## config.mk

```make
export PLATFORM = sky130hd
export DESIGN_NAME = multdiv_ctrl
export DESIGN_NICKNAME = d
export VERILOG_FILES = /design/src/rtl/multdiv_pkg.sv /design/src/rtl/multdiv_ctrl_md_datapath.sv /design/src/rtl/multdiv_ctrl.sv
export SDC_FILE = /design/constraint.sdc
export NUM_CORES = 1
export LEC_CHECK = 0
export ABC_CLOCK_PERIOD_IN_PS = 7200
export BUFFER_PORTS_ARGS = -buffer_cell sky130_fd_sc_hd__buf_2
export CORE_MARGIN = 5
export CORE_UTILIZATION = 32
export CTS_BUF_LIST = sky130_fd_sc_hd__clkbuf_4 sky130_fd_sc_hd__clkbuf_8
export DETAILED_ROUTE_END_ITERATION = 8
export GPL_ROUTABILITY_DRIVEN = 1
export PLACE_DENSITY = 0.59
export SETUP_SLACK_MARGIN = 0.3
export SKIP_CTS_REPAIR_TIMING = 1
export SLEW_MARGIN = 10
export SYNTH_ARGS = -nofsm -noshare
export SYNTH_HDL_FRONTEND = slang
export SYNTH_SLANG_ARGS = --single-unit
export TNS_END_PERCENT = 20
```

## constraint.sdc

```tcl
create_clock -name clock -period 7.2 [get_ports clock]
set_input_delay 1.08 -clock clock [delete_from_list [all_inputs] [get_ports clock]]
set_output_delay 1.08 -clock clock [all_outputs]
set_load 0.005 [all_outputs]
```

## src/rtl/multdiv_pkg.sv

```systemverilog
// Shared decode constants, FSM encoding and default width for the iterative multiply/divide unit.
// Constants only: no latency, no backpressure.
package multdiv_pkg;
   localparam int MD_WIDTH = 32;

   localparam logic [4:0] OP_RTYPE = 5'b00000;
   localparam logic [4:0] ALU_MUL  = 5'b00110;
   localparam logic [4:0] ALU_DIV  = 5'b00111;

   localparam logic [1:0] ST_IDLE = 2'd0;
   localparam logic [1:0] ST_MUL  = 2'd1;
   localparam logic [1:0] ST_DIV  = 2'd2;
   localparam logic [1:0] ST_DONE = 2'd3;
endpackage

```

## src/rtl/multdiv_ctrl_md_datapath.sv

```systemverilog
// Booth multiplier / non-restoring divider datapath with combinational sign fix-up; one bit per step.
// Result is valid WIDTH steps after load; no backpressure (the controller sequences load/step).
module md_datapath
   import multdiv_pkg::*;
#(
   parameter int WIDTH = MD_WIDTH
) (
   input  logic             clock,
   input  logic             reset,
   input  logic             load,
   input  logic             is_div,
   input  logic             step,
   input  logic [WIDTH-1:0] a,
   input  logic [WIDTH-1:0] b,
   output logic [WIDTH-1:0] result,
   output logic             exception
);
   logic [2*WIDTH:0]   preg;
   logic [WIDTH-1:0]   mcand;
   logic [WIDTH:0]     booth_acc, booth_sum, mcand_ext;
   logic [WIDTH+1:0]   rem, rem_sh, rem_nxt, dsor_ext;
   logic [WIDTH-1:0]   quo, dsor, a_mag, b_mag, quo_fix;
   logic [2*WIDTH-1:0] prod;
   logic               div_op, q_neg, div_zero, div_ovf, mul_ovf;

   assign a_mag = a[WIDTH-1] ? -a : a;
   assign b_mag = b[WIDTH-1] ? -b : b;

   // Accumulator is widened by one bit so adding/subtracting the most negative multiplicand cannot wrap.
   always_comb begin
      booth_acc = {preg[2*WIDTH], preg[2*WIDTH:WIDTH+1]};
      mcand_ext = {mcand[WIDTH-1], mcand};
      booth_sum = booth_acc;
      case (preg[1:0])
         2'b01:   booth_sum = booth_acc + mcand_ext;
         2'b10:   booth_sum = booth_acc - mcand_ext;
         default: booth_sum = booth_acc;
      endcase
   end

   assign rem_sh   = {rem[WIDTH:0], quo[WIDTH-1]};
   assign dsor_ext = {2'b00, dsor};
   assign rem_nxt  = rem[WIDTH+1] ? (rem_sh + dsor_ext) : (rem_sh - dsor_ext);

   always_ff @(posedge clock) begin
      if (reset) begin
         preg     <= '0;
         mcand    <= '0;
         rem      <= '0;
         quo      <= '0;
         dsor     <= '0;
         div_op   <= 1'b0;
         q_neg    <= 1'b0;
         div_zero <= 1'b0;
         div_ovf  <= 1'b0;
      end else if (load) begin
         div_op   <= is_div;
         mcand    <= a;
         // A zero operand yields an all-zero register that Booth steps leave untouched.
         preg     <= ((a == '0) || (b == '0)) ? '0 : {{WIDTH{1'b0}}, b, 1'b0};
         rem      <= '0;
         quo      <= a_mag;
         dsor     <= b_mag;
         q_neg    <= a[WIDTH-1] ^ b[WIDTH-1];
         div_zero <= (b == '0);
         div_ovf  <= (a == {1'b1, {(WIDTH-1){1'b0}}}) && (b == '1);
      end else if (step) begin
         if (div_op) begin
            rem <= rem_nxt;
            quo <= {quo[WIDTH-2:0], ~rem_nxt[WIDTH+1]};
         end else begin
            preg <= {booth_sum, preg[WIDTH:1]};
         end
      end
   end

   assign prod    = preg[2*WIDTH:1];
   assign mul_ovf = !((&prod[2*WIDTH-1:WIDTH-1]) || !(|prod[2*WIDTH-1:WIDTH-1]));
   assign quo_fix = q_neg ? -quo : quo;

   assign result    = div_op ? (div_zero ? '0 : quo_fix) : prod[WIDTH-1:0];
   assign exception = div_op ? (div_zero | div_ovf) : mul_ovf;
endmodule

```

## src/rtl/multdiv_ctrl.sv

```systemverilog
// Execute-stage mul/div controller: decode, FSM, counter, mul_stall; optional MULTDIV_EARLY_OUT_EN.
// Result strobes WIDTH+1 cycles after DX entry (1 on early-out); holds the pipeline via mul_stall meanwhile.
module multdiv_ctrl
   import multdiv_pkg::*;
#(
   parameter int WIDTH = MD_WIDTH,
   parameter int CNT_W = 6
) (
   input  logic             clock,
   input  logic             reset,
   input  logic [31:0]      dx_ir,
   input  logic [WIDTH-1:0] dx_a,
   input  logic [WIDTH-1:0] dx_b,
   output logic             mul_stall,
   output logic [WIDTH-1:0] md_result,
   output logic             md_valid,
   output logic             md_exception
);
   logic [1:0]       state;
   logic [CNT_W-1:0] cnt;
   logic             dx_md, is_div, early, load, step;
   logic [WIDTH-1:0] dp_result;
   logic             dp_exception;
   logic             ir_unused;

   assign is_div    = (dx_ir[6:2] == ALU_DIV);
   assign dx_md     = (dx_ir[31:27] == OP_RTYPE) && ((dx_ir[6:2] == ALU_MUL) || is_div);
   assign ir_unused = ^{dx_ir[26:7], dx_ir[1:0]};

`ifdef MULTDIV_EARLY_OUT_EN
   assign early = is_div ? (dx_b == '0) : ((dx_a == '0) || (dx_b == '0));
`else
   assign early = 1'b0;
`endif

   always_ff @(posedge clock) begin
      if (reset) begin
         state <= ST_IDLE;
         cnt   <= '0;
      end else begin
         case (state)
            ST_IDLE: begin
               if (dx_md) begin
                  cnt   <= '0;
                  state <= early ? ST_DONE : (is_div ? ST_DIV : ST_MUL);
               end
            end
            ST_MUL, ST_DIV: begin
               cnt <= cnt + 1'b1;
               if (cnt == CNT_W'(WIDTH - 1)) state <= ST_DONE;
            end
            // DONE lasts one cycle so the advancing instruction is never restarted.
            default: state <= ST_IDLE;
         endcase
      end
   end

   assign load = (state == ST_IDLE) && dx_md;
   assign step = (state == ST_MUL) || (state == ST_DIV);

   md_datapath #(.WIDTH(WIDTH)) u_dp (
      .clock     (clock),
      .reset     (reset),
      .load      (load),
      .is_div    (is_div),
      .step      (step),
      .a         (dx_a),
      .b         (dx_b),
      .result    (dp_result),
      .exception (dp_exception)
   );

   assign mul_stall    = !reset && (load || step);
   assign md_valid     = !reset && (state == ST_DONE);
   assign md_result    = md_valid ? dp_result : '0;
   assign md_exception = md_valid && dp_exception;
endmodule

```

==> Yosys cells after proc, flatten, opt, wreduce, memory -nomap -nowiden <==
Cells that the tools add are included.
{ "word_totals": {"output_inout_bits": 35, "in_bits": 98, "regBits": 207, "word_cells": 90} }
{ "classes": {"mux": 22, "n_bitwise": 3, "reduce_logical": 32, "n_addsub": 8, "eq_ne": 13} }
{ "ops": {"columns": ["op", "n"], "rows": [
  ["two-way mux 32 bit", 9],
  ["two-way mux 65 bit", 3],
  ["negator 32 bit", 3],
  ["one-hot mux 33 bit (2 select lines)", 1],
  ["equality test 32 bit, second input constant", 2],
  ["logical NOT 32 bit", 2],
  ["adder 34 x 32 -> 34 bit", 1],
  ["two-way mux 34 bit", 1],
  ["subtractor 34 x 32 -> 34 bit", 1],
  ["adder 32 x 32 -> 33 bit", 1],
  ["two-way mux 33 bit", 1],
  ["AND reduction 33 bit", 1],
  ["OR reduction 33 bit", 1],
  ["subtractor 32 x 32 -> 33 bit", 1],
  ["one-hot mux 6 bit (2 select lines)", 1],
  ["equality test 5 x 3 -> 1 bit, second input constant", 2],
  ["AND reduction 2 bit", 5],
  ["adder 6 x 1 -> 6 bit, second input constant", 1],
  ["equality test 2 bit, second input constant", 3],
  ["equality test 6 x 5 -> 1 bit, second input constant", 1],
  ["logical AND 1 bit", 6],
  ["two-way mux 2 bit", 3],
  ["two-way mux 6 bit", 1],
  ["!= test 2 bit, second input constant", 3],
  ["14 further kinds", 24]
]} }

==> Logic depth before layout (Yosys ltp) <==
{ "logic_depth": {"word_depth": 6, "ltp_mapped": 19, "mapped_depth_nobuf": 19} }

==> Hierarchy <==
Synthesis repeated with hierarchy kept, for this count alone.
{ "unflattened": {"hier_cells": 2007, "area_unflattened_um2": 15661.3} }
{ "by_module_without_submodules": {"columns": ["mod", "area_each_um2", "seq_area_each_um2", "instances", "cells_per_inst"], "rows": [
  ["md_datapath", 14875.5, 3983.8, 1, 1906],
  ["multdiv_ctrl", 785.8, 160.2, 1, 101]
]} }

==> Least setup slack after synthesis <==
No wires, ideal clock.
{ "synth_path": {"path_type": "register to register", "from": "reg u_dp.mcand[2]", "to": "reg u_dp.preg[63]", "n_path_buf": 0, "arrival_time_ns": 4.067, "stages_incl_launch_ff": 19, "synth_period_minus_slack_ns": 4.188, "required_time_ns": 7.078, "setup_time_ns": 0.122, "path_slack_ns": 3.012, "cell_sequence": "dfxtp_1 -> or3_1 -> nor4_1 -> nand2_1 -> nor2_1 -> nand2_1 -> or3_1 -> or2_2 -> o21ai_0 -> xor2_1 -> ha_1 -> a21o_1 -> a21oi_1 -> o21ai_0 -> a21o_1 -> a21oi_1 -> o221ai_1 -> a31o_2 -> a221o_1"} }
{ "synth_via": {"elab_chain_cells": 5, "word_cells_on_any_way": 6, "cone_classes": "2 x add/sub; 4 x mux"} }
{ "synth_lines": {"columns": ["element", "line", "text"], "rows": [
  ["from (decl)", "multdiv_ctrl_md_datapath.sv:19", "logic [WIDTH-1:0] mcand;"],
  ["from (signal assigned)", "multdiv_ctrl_md_datapath.sv:48", "mcand <= '0;"],
  ["from (signal assigned)", "multdiv_ctrl_md_datapath.sv:58", "mcand <= a;"],
  ["subtractor 32 x 32 -> 33 bit or adder 32 x 32 -> 33 bit (tied branches)", "multdiv_ctrl_md_datapath.sv:36, multdiv_ctrl_md_datapath.sv:35", null],
  ["one-hot mux 33 bit (2 select lines) (*)", "multdiv_ctrl_md_datapath.sv:34", "case (preg[1:0])"],
  ["two-way mux 65 bit (*)", "multdiv_ctrl_md_datapath.sv:68", "if (div_op) begin"],
  ["two-way mux 65 bit (*)", "multdiv_ctrl_md_datapath.sv:67", "end else if (step) begin"],
  ["two-way mux 65 bit (*)", "multdiv_ctrl_md_datapath.sv:56", "end else if (load) begin"],
  ["to (signal assigned)", "multdiv_ctrl_md_datapath.sv:60", "preg <= ((a == '0) || (b == '0)) ? '0 : {{WIDTH{1'b0}}, b, 1'b0};"],
  ["to (signal assigned)", "multdiv_ctrl_md_datapath.sv:72", "preg <= {booth_sum, preg[WIDTH:1]};"],
  ["to (decl)", "multdiv_ctrl_md_datapath.sv:18", "logic [2*WIDTH:0] preg;"]
]} }
Every way passes the cells marked *; elsewhere a longest branch is shown, timed or not. The select of a mux whose other input is x is not followed.
A chain may end at the register's enable or synchronous reset.

==> Worst setup path in the final report <==
Same ends and word-level chain as after synthesis.

==> run_results.csv <==
group,metric,value,unit
floorplanning,die_h,228,um
timing,finalHoldViolCount,0,
finish,final_common_cell,"nand2_1",
timing,hold_slack,460,ps
cts,cts.sinks,207,
placement,port_buffers,110,
global_routing,antenna_found_initial,3,
synthesis,synth_nets,2252,
setup_path,critPathKind,"flop to flop",
synthesis,synth_ff_type,"dfxtp_1",
detailed_routing,via_per_inst,5.53,
timing,max_freq,197,MHz
floorplanning,start_util,0.325,
setup_path,crit_path_end_kind,"flop",
global_routing,grt_first_pass_wirelength,78300,um
synthesis,synth-async-reset-ratio,0,
cts,clkTransAtPathRegs,60,ps
setup_path,arrival,5530,ps
finish,fin_util,0.364,
finish,final_nets,2305,
floorplanning,core-area,0.0468,mm^2
finish,area_growth,12.0,%
global_routing,grt_pass1_vias,14200,
outcome,status,"finished, final reports clean",
synthesis,synth-edff-count,0,
synthesis,ys_seq_elements,207,
cts,h-tree-depth,2,
cts,clockRootBuffer,"clkbuf_8",
floorplanning,ios,133,
pwr,p_leak,0.00662,uW
timing,tightest_slew,981,ps
global_routing,overflow,0,
timing,setup_violations,0,
detailed_routing,wl_per_cell,17.6,um
cts,cts_buffers,41,
finish,fillCellCount,4916,
setup_path,start_kind,"flop",
synthesis,yosysSeqAreaShare,0.273,
global_routing,grt_max_degree,97,
cts,clockBufferDepth,3,
synthesis,synth_area,0.0152,mm^2
timing,period_share,0.703,
setup_path,worstPathRequired,7660,ps
cts,cts_tree,"built",
global_routing,grtUsageTotal,0.180,
detailed_routing,drtAntennaViolNets,0,
timing,rsz0062_at_grt,"no",
pwr,ir_drop,118,uV
timing,min_period,5060,ps
floorplanning,die_area,0.0520,mm^2
floorplanning,chipWidth,228,um
detailed_routing,wirelength,48700,um
timing,maxSlewHeadroom,0.346,
synthesis,yosys.cell_types.count,73,
synthesis,avgSynthCellArea,7.32,um^2
detailed_routing,vias,15300,
run,max_cap_viol_count,0,
timing,skew,27.0,ps
synthesis,postSynthCellCount,2075,
detailed_routing,drc,0,
finish,final_cell_mix,"nand2_1, nor2_1, a21oi_1, dfxtp_1, xnor2_1",
placement,dpl.hpwl,36000,um
finish,drive_gt1_frac,0.108,
timing,slew_violations,0,
detailed_routing,drt_iter0_markers,1266,
detailed_routing,first_pass_iters,6,
pwr,pwr_density_cell,183,mW/mm^2
synthesis,yosys_warnings,0,
floorplanning,num_rows,79,
setup_path,critical_path.max_fanout,6,
placement,gp_congestion,0.926,
cts,clk_latency,580,ps
min_path,hold_path.class,"flop to flop",
timing,tns,0,ps
## state kept, by name, indices dropped and copies added (netlist names)
signal         count
u_dp.div_ovf       1
u_dp.mcand        32
state              2
u_dp.q_neg         1
u_dp.rem          34
u_dp.div_zero      1
u_dp.dsor         32
cnt                6
u_dp.quo          32
u_dp.preg         65
u_dp.div_op        1
## where the power goes
part           switching [uW]  leakage [uW]  internal (uW)
Combinational             406       0.00450            276
Clock                     543      0.000452            715
Sequential               13.6       0.00167           1160
## through the flow
step / setup slack [ps] / cell area, um^2 / std cells / power (uW)
floorplan: 3010 / 15200 / 2075 / 1680
global placement: 2260 / 16200 / 2692 / 1870
detailed placement: 2150 / 16200 / 2692 / 1870
CTS: 2130 / 17000 / 2762 / 3150
global route: 1780 / 17000 / 2763 / 3280
finish: 2140 / 17000 / 2763 / 3110
## routing by layer
layer  vias up  track usage  part of all wire
li1       7550            -                 -
met1      7176        0.253              0.47
met2       455        0.288              0.45
met3        92       0.0262             0.054
met4         4       0.0562             0.028
met5         -            0           0.00064
## path summary, 6_finish.rpt
kind                            depth (start not counted)     startpoint       endpoint  slack, ps
worst max-delay path                                   18  u_dp.mcand[2]  u_dp.preg[63]       2140
worst min-delay path                                    2   u_dp.rem[24]   u_dp.rem[24]        460
worst max register to register                         18  u_dp.mcand[2]  u_dp.preg[63]       2140
worst min register to register                          2   u_dp.rem[24]   u_dp.rem[24]        460
## kinds of logic after synthesis
kind of cell,synth area share
AND/OR/NAND/NOR,0.238
adder cells (fa/ha/maj),0.0660
flip-flops,0.273
multiplexers,0.00799
XOR/XNOR,0.120
buffers and inverters,0.0424
AO/OA/AOI/OAI,0.253
## cell usage after synthesis (14+ instances only)
| cell | instances | area [um^2] |
|---|---|---|
| or3_1 | 24 | 150 |
| a31oi_1 | 21 | 131 |
| o21ai_0 | 95 | 475 |
| dfxtp_1 | 207 | 4140 |
| nor2b_1 | 15 | 93.8 |
| nor2_1 | 242 | 908 |
| a21oi_1 | 209 | 1050 |
| nand4_1 | 20 | 125 |
| nand3_1 | 35 | 175 |
| nand2_1 | 327 | 1230 |
| nand2b_1 | 20 | 125 |
| o22ai_1 | 14 | 87.6 |
| a21o_1 | 32 | 240 |
| o31ai_1 | 30 | 225 |
| ha_1 | 77 | 963 |
| clkbuf_1 | 99 | 372 |
| nor3_1 | 40 | 200 |
| a211oi_1 | 41 | 308 |
| a22oi_1 | 34 | 255 |
| xnor2_1 | 127 | 1110 |
| inv_1 | 45 | 169 |
| a311oi_1 | 33 | 289 |
| xor2_1 | 82 | 718 |
| nor4_1 | 26 | 163 |
## cell type report
class | count | area [um^2] | share of cell area
sequential | 207 | 4140 | 0.243
timing repair buffer | 125 | 666 | 0.0391
tap | 607 | 759 | 0.0446
antenna | 1 | 2.50 | 0.000147
multi-input combinational | 1708 | 10400 | 0.614
inverter | 45 | 169 | 0.00992
clock inverter | 3 | 15.0 | 0.000882
clock buffer | 67 | 822 | 0.0483
## critical path, stage by stage, from the launching register on
cell	delay, ps
dfxtp_1	350
or3_1	440
nor4_1	720
nand2_1	170
nor2_1	220
nand2_1	150
or3_1	410
or2_2	300
o21ai_0	190
xor2_1	170
ha_1	310
a21o_1	180
a21oi_1	170
o21ai_0	110
a21o_1	210
a21oi_1	160
o221ai_1	130
a31o_2	270
a221o_1	280
(Power assumes the default switching activity.)
